$ cat src/rtl/hcordic_iter_ctrl_if.sv
// Handshake bundle for the hyperbolic CORDIC iteration controller.
// Carries operand/result streams, ROM index/data and the busy flag.
interface hcordic_iter_ctrl_if #(
  parameter int DWIDTH = 32,
  parameter int IDX_W  = 5
);
  logic              in_valid;
  logic              in_ready;
  logic [DWIDTH-1:0] in_x;
  logic [DWIDTH-1:0] in_y;
  logic [DWIDTH-1:0] in_z;
  logic [IDX_W-1:0]  shift_idx;
  logic [DWIDTH-1:0] atanh_val;
  logic              out_valid;
  logic              out_ready;
  logic [DWIDTH-1:0] out_x;
  logic [DWIDTH-1:0] out_y;
  logic [DWIDTH-1:0] out_z;
  logic              busy;

  modport slave (
    input  in_valid, in_x, in_y, in_z,
    input  atanh_val, out_ready,
    output in_ready, shift_idx,
    output out_valid, out_x, out_y, out_z,
    output busy
  );

  modport master (
    output in_valid, in_x, in_y, in_z,
    output atanh_val, out_ready,
    input  in_ready, shift_idx,
    input  out_valid, out_x, out_y, out_z,
    input  busy
  );
endinterface

$ cat src/rtl/hcordic_iter_ctrl.sv
// Iterative hyperbolic CORDIC (rotation mode) controller, one rotation/clk.
// Ports: clk, rst_n (async low), bus = operand/result/ROM handshake bundle.
module hcordic_iter_ctrl #(
  parameter int DWIDTH    = 32,
  parameter int FRA_WIDTH = 16,
  parameter int INT_WIDTH = 15,
  parameter int N_ITER    = 16,
  parameter int IDX_W     = 5
) (
  input  logic                clk,
  input  logic                rst_n,
  hcordic_iter_ctrl_if.slave  bus
);

  if ((N_ITER >= DWIDTH) ||
      (1 + INT_WIDTH + FRA_WIDTH != DWIDTH) ||
      ((1 << IDX_W) <= N_ITER)) begin : g_bad_cfg
    $error("hcordic_iter_ctrl: bad parameters");
  end

  localparam int RW = IDX_W + 2;

  typedef enum logic [1:0] {
    IDLE,
    RUN,
    DONE
  } state_e;

  state_e            state_q, state_d;
  logic [DWIDTH-1:0] x_q, x_d;
  logic [DWIDTH-1:0] y_q, y_d;
  logic [DWIDTH-1:0] z_q, z_d;
  logic [DWIDTH-1:0] ox_q, ox_d;
  logic [DWIDTH-1:0] oy_q, oy_d;
  logic [DWIDTH-1:0] oz_q, oz_d;
  logic [IDX_W-1:0]  idx_q, idx_d;
  logic [RW-1:0]     rep_q, rep_d;
  logic              rdone_q, rdone_d;
  logic              ov_q, ov_d;

  logic [DWIDTH-1:0] xs, ys;
  logic [DWIDTH-1:0] xr, yr, zr;
  logic              neg;
  logic              at_rep;
  logic              rep_now;
  logic              last;

  assign neg = z_q[DWIDTH-1];
  assign xs  = $signed(x_q) >>> idx_q;
  assign ys  = $signed(y_q) >>> idx_q;
  assign xr  = neg ? x_q - ys : x_q + ys;
  assign yr  = neg ? y_q - xs : y_q + xs;
  assign zr  = neg ? z_q + bus.atanh_val
                   : z_q - bus.atanh_val;

  // Repeat indices follow k' = 3k+1; each is run twice.
  assign at_rep  = ({2'b00, idx_q} == rep_q);
  assign rep_now = at_rep && !rdone_q;
  assign last    = (idx_q == IDX_W'(N_ITER)) && !rep_now;

  always_comb begin
    state_d = state_q;
    x_d     = x_q;
    y_d     = y_q;
    z_d     = z_q;
    ox_d    = ox_q;
    oy_d    = oy_q;
    oz_d    = oz_q;
    idx_d   = idx_q;
    rep_d   = rep_q;
    rdone_d = rdone_q;
    ov_d    = ov_q;
    unique case (state_q)
      IDLE: begin
        if (bus.in_valid) begin
          x_d     = bus.in_x;
          y_d     = bus.in_y;
          z_d     = bus.in_z;
          idx_d   = IDX_W'(1);
          rep_d   = RW'(4);
          rdone_d = 1'b0;
          state_d = RUN;
        end
      end
      RUN: begin
        x_d = xr;
        y_d = yr;
        z_d = zr;
        if (last) begin
          ox_d    = xr;
          oy_d    = yr;
          oz_d    = zr;
          ov_d    = 1'b1;
          idx_d   = '0;
          state_d = DONE;
        end else if (rep_now) begin
          rdone_d = 1'b1;
        end else begin
          if (at_rep) begin
            rep_d   = RW'(3) * rep_q + RW'(1);
            rdone_d = 1'b0;
          end
          idx_d = idx_q + 1'b1;
        end
      end
      DONE: begin
        if (bus.out_ready) begin
          ov_d    = 1'b0;
          state_d = IDLE;
        end
      end
      default: state_d = IDLE;
    endcase
  end

  always_ff @(posedge clk or negedge rst_n) begin
    if (!rst_n) begin
      state_q <= IDLE;
      x_q     <= '0;
      y_q     <= '0;
      z_q     <= '0;
      ox_q    <= '0;
      oy_q    <= '0;
      oz_q    <= '0;
      idx_q   <= '0;
      rep_q   <= RW'(4);
      rdone_q <= 1'b0;
      ov_q    <= 1'b0;
    end else begin
      state_q <= state_d;
      x_q     <= x_d;
      y_q     <= y_d;
      z_q     <= z_d;
      ox_q    <= ox_d;
      oy_q    <= oy_d;
      oz_q    <= oz_d;
      idx_q   <= idx_d;
      rep_q   <= rep_d;
      rdone_q <= rdone_d;
      ov_q    <= ov_d;
    end
  end

  assign bus.in_ready  = (state_q == IDLE);
  assign bus.busy      = (state_q != IDLE);
  assign bus.out_valid = ov_q;
  assign bus.shift_idx = idx_q;
  assign bus.out_x     = ox_q;
  assign bus.out_y     = oy_q;
  assign bus.out_z     = oz_q;

endmodule

$ cat src/flat_wrapper.sv
// flat-port wrapper written by rule: the top's interface ports become plain ports
module hcordic_iter_ctrl_flat 
#(
  parameter int DWIDTH    = 32,
  parameter int FRA_WIDTH = 16,
  parameter int INT_WIDTH = 15,
  parameter int N_ITER    = 16,
  parameter int IDX_W     = 5
)
  (clk, rst_n, bus_in_valid, bus_in_x, bus_in_y, bus_in_z, bus_atanh_val, bus_out_ready, bus_in_ready, bus_shift_idx, bus_out_valid, bus_out_x, bus_out_y, bus_out_z, bus_busy);
  hcordic_iter_ctrl_if #(.DWIDTH(DWIDTH), .IDX_W(IDX_W)) bus_i ();
  input  logic clk;
  input  logic rst_n;
  input wire logic [$bits(bus_i.in_valid)-1:0] bus_in_valid;
  input wire logic [$bits(bus_i.in_x)-1:0] bus_in_x;
  input wire logic [$bits(bus_i.in_y)-1:0] bus_in_y;
  input wire logic [$bits(bus_i.in_z)-1:0] bus_in_z;
  input wire logic [$bits(bus_i.atanh_val)-1:0] bus_atanh_val;
  input wire logic [$bits(bus_i.out_ready)-1:0] bus_out_ready;
  output wire logic [$bits(bus_i.in_ready)-1:0] bus_in_ready;
  output wire logic [$bits(bus_i.shift_idx)-1:0] bus_shift_idx;
  output wire logic [$bits(bus_i.out_valid)-1:0] bus_out_valid;
  output wire logic [$bits(bus_i.out_x)-1:0] bus_out_x;
  output wire logic [$bits(bus_i.out_y)-1:0] bus_out_y;
  output wire logic [$bits(bus_i.out_z)-1:0] bus_out_z;
  output wire logic [$bits(bus_i.busy)-1:0] bus_busy;
  assign bus_i.in_valid = bus_in_valid;
  assign bus_i.in_x = bus_in_x;
  assign bus_i.in_y = bus_in_y;
  assign bus_i.in_z = bus_in_z;
  assign bus_i.atanh_val = bus_atanh_val;
  assign bus_i.out_ready = bus_out_ready;
  assign bus_in_ready = bus_i.in_ready;
  assign bus_shift_idx = bus_i.shift_idx;
  assign bus_out_valid = bus_i.out_valid;
  assign bus_out_x = bus_i.out_x;
  assign bus_out_y = bus_i.out_y;
  assign bus_out_z = bus_i.out_z;
  assign bus_busy = bus_i.busy;
  hcordic_iter_ctrl #(.DWIDTH(DWIDTH), .FRA_WIDTH(FRA_WIDTH), .INT_WIDTH(INT_WIDTH), .N_ITER(N_ITER), .IDX_W(IDX_W)) u_core (.clk(clk), .rst_n(rst_n), .bus(bus_i));
endmodule
$ cat config.mk
export PLATFORM = sky130hd
export DESIGN_NAME = hcordic_iter_ctrl_flat
export DESIGN_NICKNAME = d
export VERILOG_FILES = /design/src/rtl/hcordic_iter_ctrl_if.sv /design/src/rtl/hcordic_iter_ctrl.sv /design/src/flat_wrapper.sv
export SDC_FILE = /design/constraint.sdc
export NUM_CORES = 1
export LEC_CHECK = 0
export CORE_UTILIZATION = 30
export DETAILED_ROUTE_END_ITERATION = 10
export PLACE_DENSITY_LB_ADDON = 0.1
export SYNTH_ARGS = -nofsm -noshare
export SYNTH_HDL_FRONTEND = slang
export SYNTH_SLANG_ARGS = --single-unit
$ cat constraint.sdc
create_clock -name clk -period 9.01 [get_ports clk]
set_input_delay 1.802 -clock clk [delete_from_list [all_inputs] [get_ports clk]]
set_output_delay 1.802 -clock clk [all_outputs]
set_load 0.1 [all_outputs]
### After elaboration in Yosys (flattened, before gate mapping)

Index checks and enable logic that the tools add are counted.

| word-level totals | value |
|---|---|
| bits in registers | 208 |
| input port bits | 132 |
| logic and storage cells | 79 |

| cells by class | value |
|---|---|
| $add $sub $neg | 8 |
| multiply operators | 1 |
| eq/ne operators | 12 |
| shifts and indexed selects | 2 |
| mux-type cells | 30 |
| reduce and logical (&&, ||, !) cells | 15 |

Operators by type and width:

| cell | number |
|---|---|
| $mux 32 | 6 |
| $pmux 32 s2 | 3 |
| $add 32x32->32 | 3 |
| $sub 32x32->32 | 3 |
| $sshr 32x5->32 | 2 |
| $mux 7 | 4 |
| $mux 5 | 3 |
| $pmux 7 s2 | 1 |
| $pmux 5 s2 | 1 |
| $reduce_and 3->1 | 3 |
| $ne 2x2->1 const B | 4 |
| $add 7x1->7 const B | 1 |
| $eq 5x7->1 | 1 |
| $mul 2x7->7 const A | 1 |
| $mux 1 | 6 |
| $mux 2 | 3 |
| $pmux 2 s3 | 1 |
| $reduce_bool 2->1 | 3 |
| $add 5x1->5 const B | 1 |
| $eq 5x5->1 const B | 1 |
| $reduce_and 5->1 | 1 |
| $ne 2x1->1 const B | 2 |
| $pmux 1 s2 | 2 |
| $reduce_and 2->1 | 2 |
| other kinds (8) | 10 |

### Logic depth before layout (Yosys ltp)

| depth | value |
|---|---|
| word-level depth | 6 |
| gate-level depth with buffers | 27 |

### Worst setup path before layout

No wires, ideal clock.

| timing | value |
|---|---|
| path type | register -> register |
| start | register u_core.idx_q[0], in the netlist u_core.bus.shift_idx[0] |
| end | register u_core.ox_q[21], in the netlist u_core.bus.out_x[21] |
| setup time | 69 ps |
| arrival | 6217 ps |
| data required time | 8941 ps |
| path slack | 2724 ps |
| stages on the path, launching flop included | 24 |
| path buffers | 4 |
| cell sequence | dfrtp_1 -> buf_6 -> buf_12 -> buf_6 -> buf_2 -> mux2_2 -> a221oi_1 -> o21ai_0 -> o21ai_0 -> ha_1 -> nand2_1 -> nor4_4 -> a41oi_1 -> xnor2_1 -> ha_1 -> and3_1 -> a221o_1 -> o21a_1 -> or3_1 -> a21oi_1 -> o21bai_1 -> a221o_1 -> or4_1 -> nand3_1 |

| between the ends | value |
|---|---|
| word-level cells in the longest chain between the ends | 5 |

Ends and longest elaborated chain:

| what | RTL line | RTL |
|---|---|---|
| start: declaration | hcordic_iter_ctrl.sv:36 | `logic [IDX_W-1:0] idx_q, idx_d;` |
| start signal: assignment | hcordic_iter_ctrl.sv:137 | `idx_q <= idx_d;` |
| parallel branches: the longest is 5 deep, another holds $add 32x32->32 | - |  |
| end signal: assignment | hcordic_iter_ctrl.sv:122 | `ox_q <= '0;` |
| end signal: assignment | hcordic_iter_ctrl.sv:134 | `ox_q <= ox_d;` |
| end: declaration | hcordic_iter_ctrl.sv:33 | `logic [DWIDTH-1:0] ox_q, ox_d;` |

Parallel ways; which one is timed is not known.
A chain may end at the register's enable or synchronous reset.

### Worst setup path after layout

| timing | value |
|---|---|
| start | register u_core.idx_q[2], in the netlist u_core.bus.shift_idx[2] |
| end | register u_core.ox_q[21], in the netlist u_core.bus.out_x[21] |

Same word-level chain as after synthesis.

==> results.json <==
{
  "status": "completed",
  "path_common_cell": "buf_4",
  "rows": 94,
  "synth_edf_count": 0,
  "start_util": 0.303,
  "syn_area_mm2": 0.0200,
  "synthMuxAreaShare": 0.130,
  "dr.pass1.iters": 8,
  "ys_seq_elements": 208,
  "finalClockSkew_ns": 0.0332,
  "synth_top_area_frac": 0.259,
  "layout_min_cycle_time_ns": 6.89,
  "fin_crit_sh": 0.765,
  "rsz0062_at_grt": "false",
  "synth_top_area_cell": "dfrtp_1",
  "ys.flop_type": "dfrtp_1",
  "cts_tree": "yes",
  "grt_util_all_layers": 0.257,
  "yosysWarnings": 0,
  "worstPathMaxFanout": 28,
  "clk_latency_ns": 0.60,
  "layout-drive-gt1-share": 0.0982,
  "numPlacedInstances": 3337,
  "gp_congestion": 0.964,
  "routed_wl_um": 88800,
  "cts-htree-levels": 1,
  "maxSlewViolCount": 0,
  "final_cell_mix": "238 x nand2_1, 233 x clkdlybuf4s50_1, 206 x o21ai_0",
  "tightest_slew_ns": 1.19,
  "grt_pass1_vias": 19401,
  "die_w_um": 260,
  "hold_viol_final": 0,
  "area_growth_pct": 21.1,
  "postSynth.asyncResetShare": 1.00,
  "antenna_found_initial": 2,
  "cts_resized": 0,
  "synthAdderAreaFrac": 0.0691,
  "grt_overflow": 0,
  "crit_path_top_delay_cell": "dfrtp_2",
  "slew_headroom": 0.205,
  "hpwl_um": 67100,
  "cts_hold_buffers": 0,
  "die_h_um": 260,
  "dieArea_mm2": 0.0676,
  "wl_per_cell_um": 26.2,
  "synth_top_family_by_area": "compound AO/OA/AOI/OAI gates",
  "yosys.cell_types.count": 99,
  "final_common_cell": "nand2_1",
  "synth_nets": 2579,
  "final_cells": 3392,
  "ant_nets": 0,
  "synth_area_per_cell_um2": 8.54,
  "cts.sinks": 208,
  "clockBufferDepth": 3,
  "drc": 0,
  "tns_ns": 0,
  "cp.required_ns": 9.53,
  "core-area_mm2": 0.0659,
  "cts_made_buffers": 28,
  "worstPathCellList": "inv_1 -> buf_4 -> nor2_1 -> buf_4 -> a22oi_1 -> o211ai_1 -> ha_1 -> nand2_1 -> nor4_4 -> buf_4 -> a31oi_1 -> xnor2_1 -> ha_1 -> and3_1 -> a221o_1 -> o21a_1 -> or3_1 -> a21oi_1 -> o21bai_1 -> a221o_1 -> or4_1 -> nand3_1",
  "start_kind": "flop",
  "critPathArrivalTime_ns": 7.41,
  "synth_compound_area_frac": 0.258,
  "critPathKind": "flop to flop",
  "portBuffers": 235,
  "max_freq_ghz": 0.145,
  "grt_max_degree": 91,
  "syn_inst": 2339,
  "cp_slowest_stage_delay_ns": 0.79,
  "synthSimpleGateAreaFrac": 0.159,
  "path_clk_slew_ns": 0.06,
  "synth_xor_area_frac": 0.0793,
  "maxCapViolations": 0,
  "hold_path.class": "flop to flop",
  "end_kind": "flop",
  "ioPinCount": 236,
  "grt_pass1_wl_um": 131000,
  "synth_area_leaders": "dfrtp_1 26%, mux4_2 6.5%, ha_1 6.5%",
  "seq_area_frac_synth": 0.261,
  "post_cts_buffers": 0,
  "fin_nets": 2743,
  "vias": 19706,
  "via_per_inst": 5.81,
  "dr.first_iter.drc_count": 1622,
  "cts_root_buf": "clkbuf_16",
  "holdWs_ns": 0.479,
  "setup_viol": 0
}
-- metrics by stage --
| step | utilization | setup WS [ns] | area [um2] |
|---|---|---|---|
| 6_report | 0.367 | 2.12 | 24200 |
| 5_1_grt | 0.367 | 1.80 | 24200 |
| 4_1_cts | 0.367 | 2.21 | 24200 |
| 3_5_place_dp | 0.352 | 1.65 | 23200 |
| 3_3_place_gp | 0.352 | 1.60 | 23200 |
| 2_1_floorplan | - | 2.72 | 20000 |
-- sequential cells by signal (all words and copies together), names as in the netlist --
name	flops
u_core.z_q	32
u_core.rep_q	7
u_core.y_q	32
u_core.rdone_q	1
u_core.bus.out_y	32
u_core.bus.out_valid	1
u_core.bus.shift_idx	5
u_core.x_q	32
u_core.bus.out_x	32
u_core.bus.out_z	32
u_core.state_q	2
-- path summary, 6_finish.rpt --
path                                         start                   end  slack, ns  depth (start not counted)
min                            u_core.bus.out_z[3]   u_core.bus.out_z[3]       0.48                          2
max                        u_core.bus.shift_idx[2]  u_core.bus.out_x[21]       2.12                         22
min reg2reg                    u_core.bus.out_z[3]   u_core.bus.out_z[3]       0.48                          2
max reg2reg                u_core.bus.shift_idx[2]  u_core.bus.out_x[21]       2.12                         22
min in group asynchronous                    rst_n        u_core.y_q[18]       1.25                          1
max in group asynchronous                    rst_n        u_core.z_q[31]       6.25                          2
-- cells by family (layout without fill, tap and decap cells) --
group                    Yosys count  after routing
AO/OA/AOI/OAI                    800            800
AND/OR/NAND/NOR                  657            657
flip-flops                       208            208
buffers and inverters            206            392
XOR/XNOR                         181            181
multiplexers                     179            179
adder cells (fa/ha/maj)          108            108
other                              0              3
-- synth_stat cells (43+ instances only) --
master	n
xnor2_1	83
xor2_1	98
o21ai_0	206
mux4_2	58
clkbuf_1	99
a21oi_1	193
nand2_1	239
a21o_1	48
inv_1	54
mux2i_1	71
dfrtp_1	207
ha_1	104
mux2_2	43
nor2_1	166
-- critical path, delay by kind of cell (launching register included) --
kind            cells  cell delay, ns
simple gates        7            1.88
compound gates      8            1.84
buf+inv             4            1.33
flops               1            0.79
fa+ha+maj           2            0.64
xor+xnor            1            0.33
-- area by class of cell --
type	instances	area [um2]
Multi-Input combinational cell	1925	13900
Inverter	58	218
Tap cell	864	1080
Sequential cell	208	5220
Clock inverter	18	297
Timing Repair Buffer	282	2720
Clock buffer	34	733
Fill cell	6808	41700
Antenna cell	3	7.51
-- routing by layer --
layer	track usage	vias up	wire [um]
li1	-	9058	-
met1	0.356	9825	40400
met2	0.422	701	41500
met3	0.0341	122	4900
met4	0.0612	0	2070
met5	0	-	0
Power is not shown: default switching activity piles up to over one toggle a cycle in this logic, so the estimate is an artifact.
